===== src/rtl/pc_gen_pkg.sv =====
// pc_gen_pkg: shared fetch-side types and the PC generator state encoding.
package pc_gen_pkg;
  localparam int PC_WIDTH = 30;
  typedef struct packed {
    logic [PC_WIDTH-1:0] pc;
    logic                pcValid;
  } dec2ifPkt;
  typedef enum logic [1:0] {BOOT, RUN, HELD, HALT} pcgenState_t;
endpackage


===== src/rtl/pc_gen.sv =====
// pc_gen: fetch PC generator with boot delay, increment, redirect (incl. stalled latching) and halt.
module pc_gen
  import pc_gen_pkg::*;
#(
  parameter logic [PC_WIDTH-1:0] RESET_PC   = 30'h0000_0000,
  parameter int unsigned         BOOT_DELAY = 2
) (
  input  logic                clk,
  input  logic                rst,
  input  logic                stall,
  input  logic                redirect_valid_i,
  input  logic [PC_WIDTH-1:0] redirect_pc_i,
  input  logic                halt_i,
  output dec2ifPkt            pc2if_o,
  output logic                squash_o,
  output logic                halted_o
);
  pcgenState_t         state_q, state_d;
  logic [3:0]          cnt_q, cnt_d;
  logic [PC_WIDTH-1:0] pc_q, pc_d, pending_q, pending_d;
  logic                valid_q, valid_d, squash_q, squash_d;
  always_ff @(posedge clk) begin
    if (!rst) begin
      state_q   <= BOOT;
      cnt_q     <= 4'(BOOT_DELAY);
      pc_q      <= RESET_PC;
      pending_q <= '0;
      valid_q   <= 1'b0;
      squash_q  <= 1'b0;
    end else begin
      state_q   <= state_d;
      cnt_q     <= cnt_d;
      pc_q      <= pc_d;
      pending_q <= pending_d;
      valid_q   <= valid_d;
      squash_q  <= squash_d;
    end
  end
  always_comb begin
    state_d   = state_q;
    cnt_d     = cnt_q;
    pc_d      = pc_q;
    pending_d = pending_q;
    valid_d   = valid_q;
    squash_d  = 1'b0;
    unique case (state_q)
      BOOT: begin
        cnt_d = (cnt_q == 4'd0) ? cnt_q : cnt_q - 4'd1;
        if (cnt_q == 4'd0) begin
          state_d = RUN;
          valid_d = 1'b1;
          pc_d    = RESET_PC;
        end
      end
      RUN: begin
        if (stall) begin
          // Park the target so fetch issues no wrong-path reads while stalled.
          if (redirect_valid_i) begin
            pending_d = redirect_pc_i;
            state_d   = HELD;
            squash_d  = 1'b1;
            valid_d   = 1'b0;
          end
        end else if (redirect_valid_i) begin
          pc_d     = redirect_pc_i;
          squash_d = 1'b1;
        end else if (halt_i) begin
          valid_d = 1'b0;
          state_d = HALT;
        end else begin
          pc_d = pc_q + 1'b1;
        end
      end
      HELD: begin
        if (stall) begin
          pending_d = redirect_valid_i ? redirect_pc_i : pending_q;
          squash_d  = redirect_valid_i;
        end else begin
          pc_d     = redirect_valid_i ? redirect_pc_i : pending_q;
          squash_d = redirect_valid_i;
          valid_d  = 1'b1;
          state_d  = RUN;
        end
      end
      HALT: begin
        if (redirect_valid_i) begin
          pc_d     = redirect_pc_i;
          valid_d  = 1'b1;
          squash_d = 1'b1;
          state_d  = RUN;
        end
      end
      default: state_d = BOOT;
    endcase
  end
  assign pc2if_o  = '{pc: pc_q, pcValid: valid_q};
  assign squash_o = squash_q;
  assign halted_o = (state_q == HALT);
endmodule


===== config.mk =====
export PLATFORM = sky130hd
export DESIGN_NAME = pc_gen
export DESIGN_NICKNAME = d
export VERILOG_FILES = /design/src/rtl/pc_gen_pkg.sv /design/src/rtl/pc_gen.sv
export SDC_FILE = /design/constraint.sdc
export NUM_CORES = 1
export LEC_CHECK = 0
export ABC_AREA = 1
export CAP_MARGIN = 20
export CORE_ASPECT_RATIO = 1.5
export CORE_MARGIN = 5
export CORE_UTILIZATION = 51
export DETAILED_ROUTE_END_ITERATION = 10
export DONT_BUFFER_PORTS = 1
export PLACE_DENSITY = 0.69
export REMOVE_ABC_BUFFERS = 1
export SLEW_MARGIN = 10
export SYNTH_ARGS = -nofsm -noshare
export SYNTH_HDL_FRONTEND = slang
export SYNTH_SLANG_ARGS = --single-unit

===== constraint.sdc =====
create_clock -name clk -period 1.68 [get_ports clk]
set_input_delay 0.084 -clock clk [delete_from_list [all_inputs] [get_ports clk]]
set_output_delay 0.084 -clock clk [all_outputs]
set_load 0.01 [all_outputs]

==> impl_metrics.json, run 1 <==
{
  "outcome": "finished, final reports clean",
  "cts_made_buffers": 9,
  "fp.dieH_um": 125.7,
  "maxSlewHeadroom_pct": 43.41,
  "synth_compound_area_share_pct": 21.61,
  "crit_path_max_incr_delay_ns": 0.37,
  "worstPathRequired_ns": 1.94,
  "clock_path_buffers": 2,
  "clk_pin_slew_ns": 0.05,
  "clk_latency_ns": 0.34,
  "drt_wl_total_mm": 14.76,
  "dp_hpwl_mm": 9.465,
  "core-area_um2": 8776,
  "cts_tree": "built",
  "grt_pass1_vias": 4989,
  "leakage_nw": 2.483,
  "areaGrowthSynthToFinish_pct": 28.48,
  "timing.final.crit_share_pct": 99.39,
  "synth_area_leaders": "dfxtp_1 (30%), nand2_1 (24%), a21oi_1 (8.8%)",
  "drt_first_pass_iters": 6,
  "rsz0062_at_grt": "true",
  "antenna_found_initial": 0,
  "syn_inst": 723,
  "ys_types": 40,
  "max_freq_mhz": 598.9,
  "cp-end-kind": "flop",
  "yosysMostFrequentCell": "nand2_1",
  "drv_cap": 0,
  "worstReg2RegStart": "state_q[1]",
  "grt_overflow": 0,
  "wl_per_cell_um": 16.22,
  "dieArea_um2": 10950,
  "start_util_pct": 51.87,
  "dr_total_vias": 5105,
  "syn_area_um2": 4552,
  "synth-xor-area-share_pct": 1.319,
  "period_needed_ns": 1.670,
  "async_flop_share_pct": 0,
  "io_buffers": 0,
  "yosysWarnings": 0,
  "drive_above_1_share_pct": 19.63,
  "drt_iter0_drc": 376,
  "critPathMaxFanout": 8,
  "syn_area_per_cell_um2": 6.296,
  "gp_congestion": 0.8976,
  "slew_violations": 0,
  "multi_input_area_um2": 2927,
  "n_fill_cell": 765,
  "power_mw": 7.741,
  "synth-main-ff-cell": "dfxtp_1",
  "viasPerCell": 5.610,
  "skew_ns": 0.003366,
  "critPathKind": "reg2reg",
  "grt_busiest_layer": "met2",
  "use_met2_pct": 46.17,
  "regArea_um2": 1379,
  "netSwitchingFraction_pct": 40.40,
  "vdd_drop_max_v": 0.001394,
  "gr-usage-met1_pct": 30.91,
  "use_met3_pct": 6.667,
  "setup_viol": 0,
  "synthAdderAreaFrac_pct": 2.199,
  "synth_top_cell_by_area": "dfxtp_1",
  "die_w_um": 87.14,
  "synth_mux_area_share_pct": 0,
  "cp-start-kind": "flop",
  "synthTopCellsByCount": "nand2_1 (290), a21oi_1 (80), dfxtp_1 (68)",
  "min_from": "redirect_valid_i",
  "arrival_ns": 1.93,
  "seq_area_frac_synth_pct": 29.91,
  "cts_root_buf": "clkbuf_16",
  "synth_simple_gate_area_share_pct": 36.45,
  "grt_max_degree": 45,
  "power_frac_comb_pct": 47.1,
  "ys_ff_latch": 68,
  "globalRouteTotalUtil_pct": 26.88,
  "cts_htree_levels": 3,
  "ant_nets": 0,
  "post-route-util_pct": 66.64,
  "worstMarginPinSlew_ns": 0.8488,
  "p_int_mw": 4.614,
  "fin_nets": 838,
  "pwr-share-clk_pct": 23.6,
  "synth-edff-count": 0,
  "pin_count": 68,
  "min_path_type": "in2reg",
  "cts_sinks": 68,
  "power.density_nw_per_um2": 1324,
  "grt_pass1_wl_mm": 23.65,
  "power_switching_mw": 3.127,
  "slowest_stage": "dfxtp_1",
  "drc": 0,
  "seqPwrFrac_pct": 29.3,
  "row_count": 42,
  "crit_start": "state_q[1]",
  "finalHoldViolCount": 0,
  "synth_top_family_by_area": "simple AND/OR/NAND/NOR gates",
  "post-synth-top-area-fraction_pct": 29.91,
  "diodes": 0,
  "path_cells": "inv_2 -> ha_1 -> nand2_1 -> o21ai_2 -> inv_2 -> nand4_4 -> nor2_4 -> buf_12 -> buf_12 -> o21ai_0 -> a21oi_1"
}
-- state kept, by name (all words and copies together) (netlist names) --
| register | cells |
|---|---|
| state_q | 2 |
| cnt_q | 4 |
| valid_q | 1 |
| squash_o | 1 |
| pc_q | 30 |
| pending_q | 30 |
-- critical path: cells and delay by family (launching register included) --
| kind | cells | cell delay, ns |
|---|---|---|
| buffers and inverters | 4 | 0.40 |
| AOI/OAI and AO/OA | 3 | 0.30 |
| and+or+nand+nor | 3 | 0.32 |
| DFF | 1 | 0.37 |
| adders and majority gates | 1 | 0.18 |
-- layout by cell type, fill, tap and decap left out, types with 12 or more instances in the layout --
master	Yosys	layout
a21oi_1	80	78
o21ai_0	52	51
nand2_2	4	12
inv_1	34	28
dfxtp_1	68	58
a31oi_1	26	26
nand2_1	290	280
dlygate4sd3_1	0	31
nand3_1	27	25
nor2_1	36	28
buf_4	4	54
-- cell families (layout without fill, tap and decap cells) --
group	count (synthesis)	after routing
adders and majority gates	8	8
xor gates and xnor gates	6	6
AOI/OAI and AO/OA	178	178
and+or+nand+nor	385	385
buffers and inverters	78	155
DFF	68	68
-- metal layers --
metal / wire length [µm] / part of all wire [%]
met3: 1102 / 7.5
met5: 0 / 0
met4: 508 / 3.4
met2: 7346 / 50
met1: 5800 / 39
-- through the flow --
stage               TNS (ns)  hold slack (ns)  worst slack, ns  cell area, µm²  instances
floorplan             -18.43           0.2015          -0.5060            4314        685
global placement           0           0.2084          0.01445            4955        852
detailed placement   -0.1617           0.2184         -0.02507            4955        852
CTS                 -0.01618         0.002687        -0.009824            5592        901
global route          -1.796          0.03373          -0.1142            5848        910
finish                     0          0.01462          0.01020            5848        910
-- worst paths after layout --
kind             endpoint  slack (ns)  cells after the start
max               pc_q[0]        0.01                     11
min reg2reg      cnt_q[3]        0.48                      2
min          pending_q[6]        0.01                      3
max reg2reg       pc_q[0]        0.01                     11
-- final cells by class --
| cell class | instances | area share (%) |
|---|---|---|
| Sequential cell | 68 | 23.58 |
| Timing Repair Buffer | 99 | 16.62 |
| Clock inverter | 1 | 0.08558 |
| Multi-Input combinational cell | 577 | 50.04 |
| Inverter | 40 | 2.567 |
| Clock buffer | 15 | 4.750 |
| Tap cell | 110 | 2.353 |
-- repair_timing --
item,4_1_cts,5_1_grt
buffers inserted,0,7
pin swaps,3,24
cloned,0,2
resized for setup,6,51
hold endpoints to repair,35,0
hold buffers,33,0
endpoints found under the setup margin,29,31
-- power groups by stage --
stage | Sequential (mW) | Clock, mW | Combinational, mW
after floorplan | 2.27 | 0 | 1.79
after global placement | 2.24 | 0 | 2.98
after detailed placement | 2.26 | 0 | 3.07
after CTS | 2.24 | 1.84 | 3.20
after global routing | 2.31 | 1.92 | 3.97
final | 2.27 | 1.83 | 3.64
No activity file was read; power rests on OpenSTA's default activity.
==> run 2, diff against run 1 <==
CELL_PAD_IN_SITES_DETAIL_PLACEMENT = 0   (was default)
CELL_PAD_IN_SITES_GLOBAL_PLACEMENT = 1   (was default)
CORE_UTILIZATION = 40   (was 51)
PLACE_DENSITY = default   (was 0.69)
PLACE_DENSITY_LB_ADDON = 0.1   (was default)
==> run 2 against run 1 <==
Against the previous run: cell count increased by 3.2%; via count decreased by 3.6%; first-iteration DRC count decreased by 54%; combinational power increased by 7.7%; clock power increased by 6%; sequential power about the same; critical path type unchanged; critical endpoint is now pc_q[27]; largest power group unchanged; highest routed layer unchanged.
==> impl_metrics.json, run 2 (synthesis results as in run 1) <==
{
  "worstPathRequired_ns": 1.94,
  "drt_first_pass_iters": 5,
  "critPathBufInv": 4,
  "period_needed_ns": 1.647,
  "power.density_nw_per_um2": 1385,
  "drt_iter0_drc": 172,
  "critPathMaxFanout": 8,
  "clock_path_buffers": 2,
  "wl_met3_um": 931,
  "die_w_um": 97.10,
  "cts_made_buffers": 9,
  "gp_congestion": 0.8344,
  "cts_root_buf": "clkbuf_16",
  "timing.final.crit_share_pct": 98.05,
  "outcome": "finished, final reports clean",
  "diodes": 0,
  "rsz0062_at_grt": "true",
  "drv_cap": 0,
  "drc": 0,
  "post-route-util_pct": 52.93,
  "cts_sinks": 68,
  "cp-end-kind": "flop",
  "drt_wl_total_mm": 15.09,
  "cts_htree_levels": 3,
  "path_cells": "inv_2 -> ha_4 -> nand3_2 -> nand2_2 -> o21ai_4 -> inv_2 -> nand4_4 -> nor2_4 -> buf_6 -> buf_12 -> nand2_1 -> a21oi_1",
  "reg_top3": "pc_q x30, pending_q x30, cnt_q x4",
  "arrival_ns": 1.91,
  "skew_ns": 0.004688,
  "start_util_pct": 40.95,
  "clk_pin_slew_ns": 0.05,
  "maxSlewHeadroom_pct": 71.64,
  "drive_above_1_share_pct": 19.82,
  "fin_nets": 830,
  "grt_max_degree": 36,
  "worstMarginPinSlew_ns": 0.4253,
  "grt_pass1_wl_mm": 24.35,
  "io_buffers": 0,
  "slowest_stage": "dfxtp_2",
  "fp.dieH_um": 140.7,
  "m1WireLength_mm": 6.123,
  "areaGrowthSynthToFinish_pct": 29.25,
  "dp.cells": 886,
  "final_common_cell": "nand2_1",
  "clk_latency_ns": 0.34,
  "fin_hold_ws_ns": 0.01806,
  "row_count": 47,
  "wl_per_cell_um": 16.07,
  "crit_top_cell": "inv_2",
  "dr_total_vias": 4919,
  "grt_pass1_vias": 4743,
  "slew_violations": 0,
  "antenna_found_initial": 0,
  "finalHoldViolCount": 0,
  "crit_path_max_incr_delay_ns": 0.33,
  "layout_common_cells": "nand2_1 (282), a21oi_1 (76), dfxtp_1 (61)",
  "core-area_um2": 11110,
  "leakage_nw": 2.472,
  "highest_layer": "met4",
  "setup_viol": 0,
  "min_path_type": "in2reg",
  "dieArea_um2": 13660,
  "met2_length_mm": 7.748,
  "vdd_drop_max_v": 0.0006153,
  "cp-start-kind": "flop",
  "dp_hpwl_mm": 10.14,
  "instances_no_fill": 939,
  "grt_overflow": 0,
  "max_freq_mhz": 607.1,
  "pin_count": 68,
  "cts_tree": "built",
  "globalRouteTotalUtil_pct": 22.13,
  "ant_nets": 0,
  "crit_family": "simple AND/OR/NAND/NOR gates",
  "viasPerCell": 5.239,
  "critPathKind": "reg2reg"
}
-- run 2: changes by cell type in the layout (fill, tap and decap cells not counted), moves of 3 or more --
cell           previous run  this run
dfxtp_2                   8         5
buf_4                    54        51
o21ai_1                   2         6
buf_12                    8        11
dlygate4sd3_1            31        24
dfxtp_1                  58        61
o21ai_0                  51        45
-- run 2: area by class of cell --
type	instances	area, µm²
Sequential cell	68	1375
Clock buffer	15	267.8
Inverter	40	155.1
Timing Repair Buffer	91	919.6
Fill cell	1140	5231
Multi-Input combinational cell	577	2952
Tap cell	147	183.9
Clock inverter	1	30.03
-- run 2: per-layer routing --
layer / vias up / track usage, %
li1: 2503 / -
met1: 2284 / 25.36
met2: 111 / 40.07
met3: 21 / 5.388
met4: 0 / 7.322
met5: - / 0
-- run 2: path summary, 6_finish.rpt --
path                    startpoint       endpoint  slack [ns]  depth (start not counted)
setup / recovery          cnt_q[0]       pc_q[27]        0.03                         12
hold / removal    redirect_valid_i   pending_q[6]        0.02                          2
setup reg to reg          cnt_q[0]       pc_q[27]        0.03                         12
hold reg to reg      pending_q[19]  pending_q[19]        0.49                          2
-- run 2: what timing repair did --
action	4_1_cts	5_1_grt
endpoints found under the setup margin	30	35
resized for setup	16	52
buffers inserted	6	5
hold buffers	26	0
cloned	1	0
pin swaps	4	25
endpoints found under the hold margin	35	0
-- run 2: power by group --
| group | switching [mW] | internal (mW) | leakage (nW) |
|---|---|---|---|
| clock | 0.706 | 1.23 | 0.144 |
| combinational | 2.24 | 1.68 | 1.77 |
| sequential | 0.260 | 2.03 | 0.558 |
| total | 3.21 | 4.94 | 2.47 |
-- run 2: metrics by stage --
step | setup slack, ns | instance area (µm²) | power [mW] | setup TNS (ns)
after detailed placement | -0.08983 | 5004 | 5.423 | -1.442
after global routing | -0.09887 | 5883 | 8.712 | -1.397
after floorplan | -0.5060 | 4314 | 4.058 | -18.43
after global placement | -0.03354 | 5004 | 5.344 | -0.05888
after CTS | -0.01224 | 5695 | 7.871 | -0.03285
final | 0.03271 | 5883 | 8.145 | 0
==> run 3, diff against run 2 <==
REMOVE_ABC_BUFFERS = default   (was 1)
==> run 3 against run 2 <==
Against the previous run: combinational power shrank 7.7%; worst hold slack lost 0.0065 ns; die area is the same; maximum frequency shrank 0.88%; clock-buffer cell count shrank 2; clock skew grew 0.0012 ns; first-iteration DRC count grew 30%; final area grew 0.74%; utilization grew 0.39 points; sequential power is essentially flat; flip-flop and latch count is the same; sequential share of layout area is essentially flat.
==> impl_metrics.json, run 3 (synthesis results as in run 1) <==
{
  "design_area_um2": 5927,
  "grt_pass1_wl_mm": 24.67,
  "antenna_found_initial": 0,
  "cp-end-kind": "flop",
  "power.density_nw_per_um2": 1292,
  "maxSlewHeadroom_pct": 52.64,
  "power_frac_comb_pct": 47.3,
  "clk_pin_slew_ns": 0.05,
  "grt_pass1_vias": 4936,
  "r2r_setup_slack_ns": 0.02,
  "pwr-share-clk_pct": 23.0,
  "min_from": "redirect_pc_i[18]",
  "die_w_um": 97.10,
  "cts_htree_levels": 3,
  "vdd_drop_max_v": 0.001248,
  "drive_above_1_share_pct": 21.34,
  "final_common_cell": "nand2_1",
  "leakage_nw": 2.480,
  "layout_common_cells": "nand2_1 (284), a21oi_1 (74), buf_4 (60)",
  "seqPwrFrac_pct": 29.7,
  "arrival_ns": 1.93,
  "dieArea_um2": 13660,
  "core-area_um2": 11110,
  "clk_latency_ns": 0.34,
  "fin_hold_ws_ns": 0.01151,
  "setup_viol": 0,
  "ant_nets": 0,
  "io_buffers": 0,
  "p_int_mw": 4.538,
  "skew_ns": 0.005862,
  "cp-start-kind": "flop",
  "ff2ff_path_depth": 10,
  "drt_wl_total_mm": 15.60,
  "hold_path_end": "pending_q[18]",
  "n_fill_cell": 1119,
  "start_util_pct": 40.95,
  "power_switching_mw": 3.118,
  "finalHoldViolCount": 0,
  "hold_depth": 2,
  "areaGrowthSynthToFinish_pct": 30.21,
  "max_freq_mhz": 601.7,
  "multi_input_area_um2": 2938,
  "r2r_end": "pc_q[3]",
  "pin_count": 68,
  "cts_sinks": 68,
  "drt_iter0_drc": 223,
  "syn-num-nets": 766,
  "cts_root_buf": "clkbuf_16",
  "diodes": 0,
  "power_mw": 7.656,
  "place_area_um2": 5039,
  "clock_path_buffers": 2,
  "worstMarginPinSlew_ns": 0.7104,
  "min_path_type": "in2reg",
  "row_count": 47,
  "grt_max_degree": 61,
  "slew_violations": 0,
  "dr_total_vias": 5031,
  "instances_no_fill": 953,
  "regArea_um2": 1385,
  "rsz0062_at_grt": "true",
  "reg_top3": "pc_q x30, pending_q x30, cnt_q x4",
  "fp.dieH_um": 140.7,
  "critPathKind": "reg2reg",
  "netSwitchingFraction_pct": 40.73,
  "fin_nets": 845,
  "cts_made_buffers": 9,
  "worstReg2RegStart": "state_q[0]",
  "gp_congestion": 0.8495,
  "drt_first_pass_iters": 5,
  "critPathMaxFanout": 6,
  "grt_overflow": 0,
  "drv_cap": 0,
  "wl_per_cell_um": 16.37,
  "timing.final.crit_share_pct": 98.93,
  "outcome": "finished, final reports clean",
  "period_needed_ns": 1.662,
  "drc": 0,
  "cts_tree": "built",
  "globalRouteTotalUtil_pct": 22.65,
  "worstPathRequired_ns": 1.94,
  "dp.cells": 894,
  "viasPerCell": 5.279,
  "dp_hpwl_mm": 10.51
}
==> run 3: changes by cell type in the layout (fill, tap and decap cells not counted), moves of 4 or more <==
cell and change:
buf_12 -4, buf_4 +9, dfxtp_1 -10, dfxtp_2 +11
dlygate4sd3_1 +12, o21ai_1 -4, o21ai_2 +6
==> run 3: layer usage <==
layer / track usage (%) / part of all wire (%) / vias to the layer above
met4: 9.911 / 2.3 / 0
met5: 0 / 0 / -
met2: 42.10 / 53 / 139
li1: - / - / 2530
met1: 24.86 / 40 / 2332
met3: 4.202 / 5.3 / 30
==> run 3: worst max-delay path: stages, from the launching register on <==
cell and delay, ns:
dfxtp_2 0.34, ha_1 0.25, inv_1 0.11, o21ai_2 0.07
inv_2 0.06, nand4_4 0.10, nor2_4 0.24, buf_12 0.16
buf_6 0.09, nand2_2 0.03, a21oi_1 0.12
==> run 3: worst max-delay path by stage <==
stage | startpoint | end | slack [ns]
3_5_place_dp | pc_q[0] | pc_q[24] | -0.05
4_1_cts | pc_q[1] | pc_q[26] | 0.01
3_3_place_gp | pc_q[0] | pc_q[24] | -0.03
2_1_floorplan | pc_q[0] | pc_q[24] | 0.05
5_1_grt | state_q[0] | pc_q[21] | -0.1
6_report | state_q[0] | pc_q[3] | 0.02
==> run 3: power by group through the flow <==
stage / sequential [mW] / combinational [mW] / clock (mW)
after floorplan: 2.26 / 2.15 / 0
after global placement: 2.25 / 3.11 / 0
after detailed placement: 2.27 / 3.17 / 0
after CTS: 2.24 / 3.27 / 1.80
after global routing: 2.33 / 4.01 / 1.87
final: 2.28 / 3.62 / 1.76
==> run 3: through the flow <==
step                setup slack [ns]  setup TNS [ns]  util (%)
floorplan                    0.05152               0         -
global placement            -0.02743        -0.03707     45.33
detailed placement          -0.04960        -0.08452     45.33
CTS                          0.01426               0     51.48
global route                -0.09683          -1.738     53.33
finish                       0.01801               0     53.33
==> run 3: layout make-up <==
cell class,instances,share of cell area [%]
timing repair buffer,106,16.87
multi-input combinational,577,49.57
inverter,40,2.533
sequential,68,23.37
tap,147,3.103
clock buffer,13,4.391
clock inverter,2,0.1689
==> run 3: timing repair <==
item                       CTS  global route
hold endpoints to repair    35             0
buffers inserted             0             5
cloned                       0             1
pin swaps                    4            15
setup endpoints to repair    6            32
hold buffers                38             0
gates resized for setup      7            63
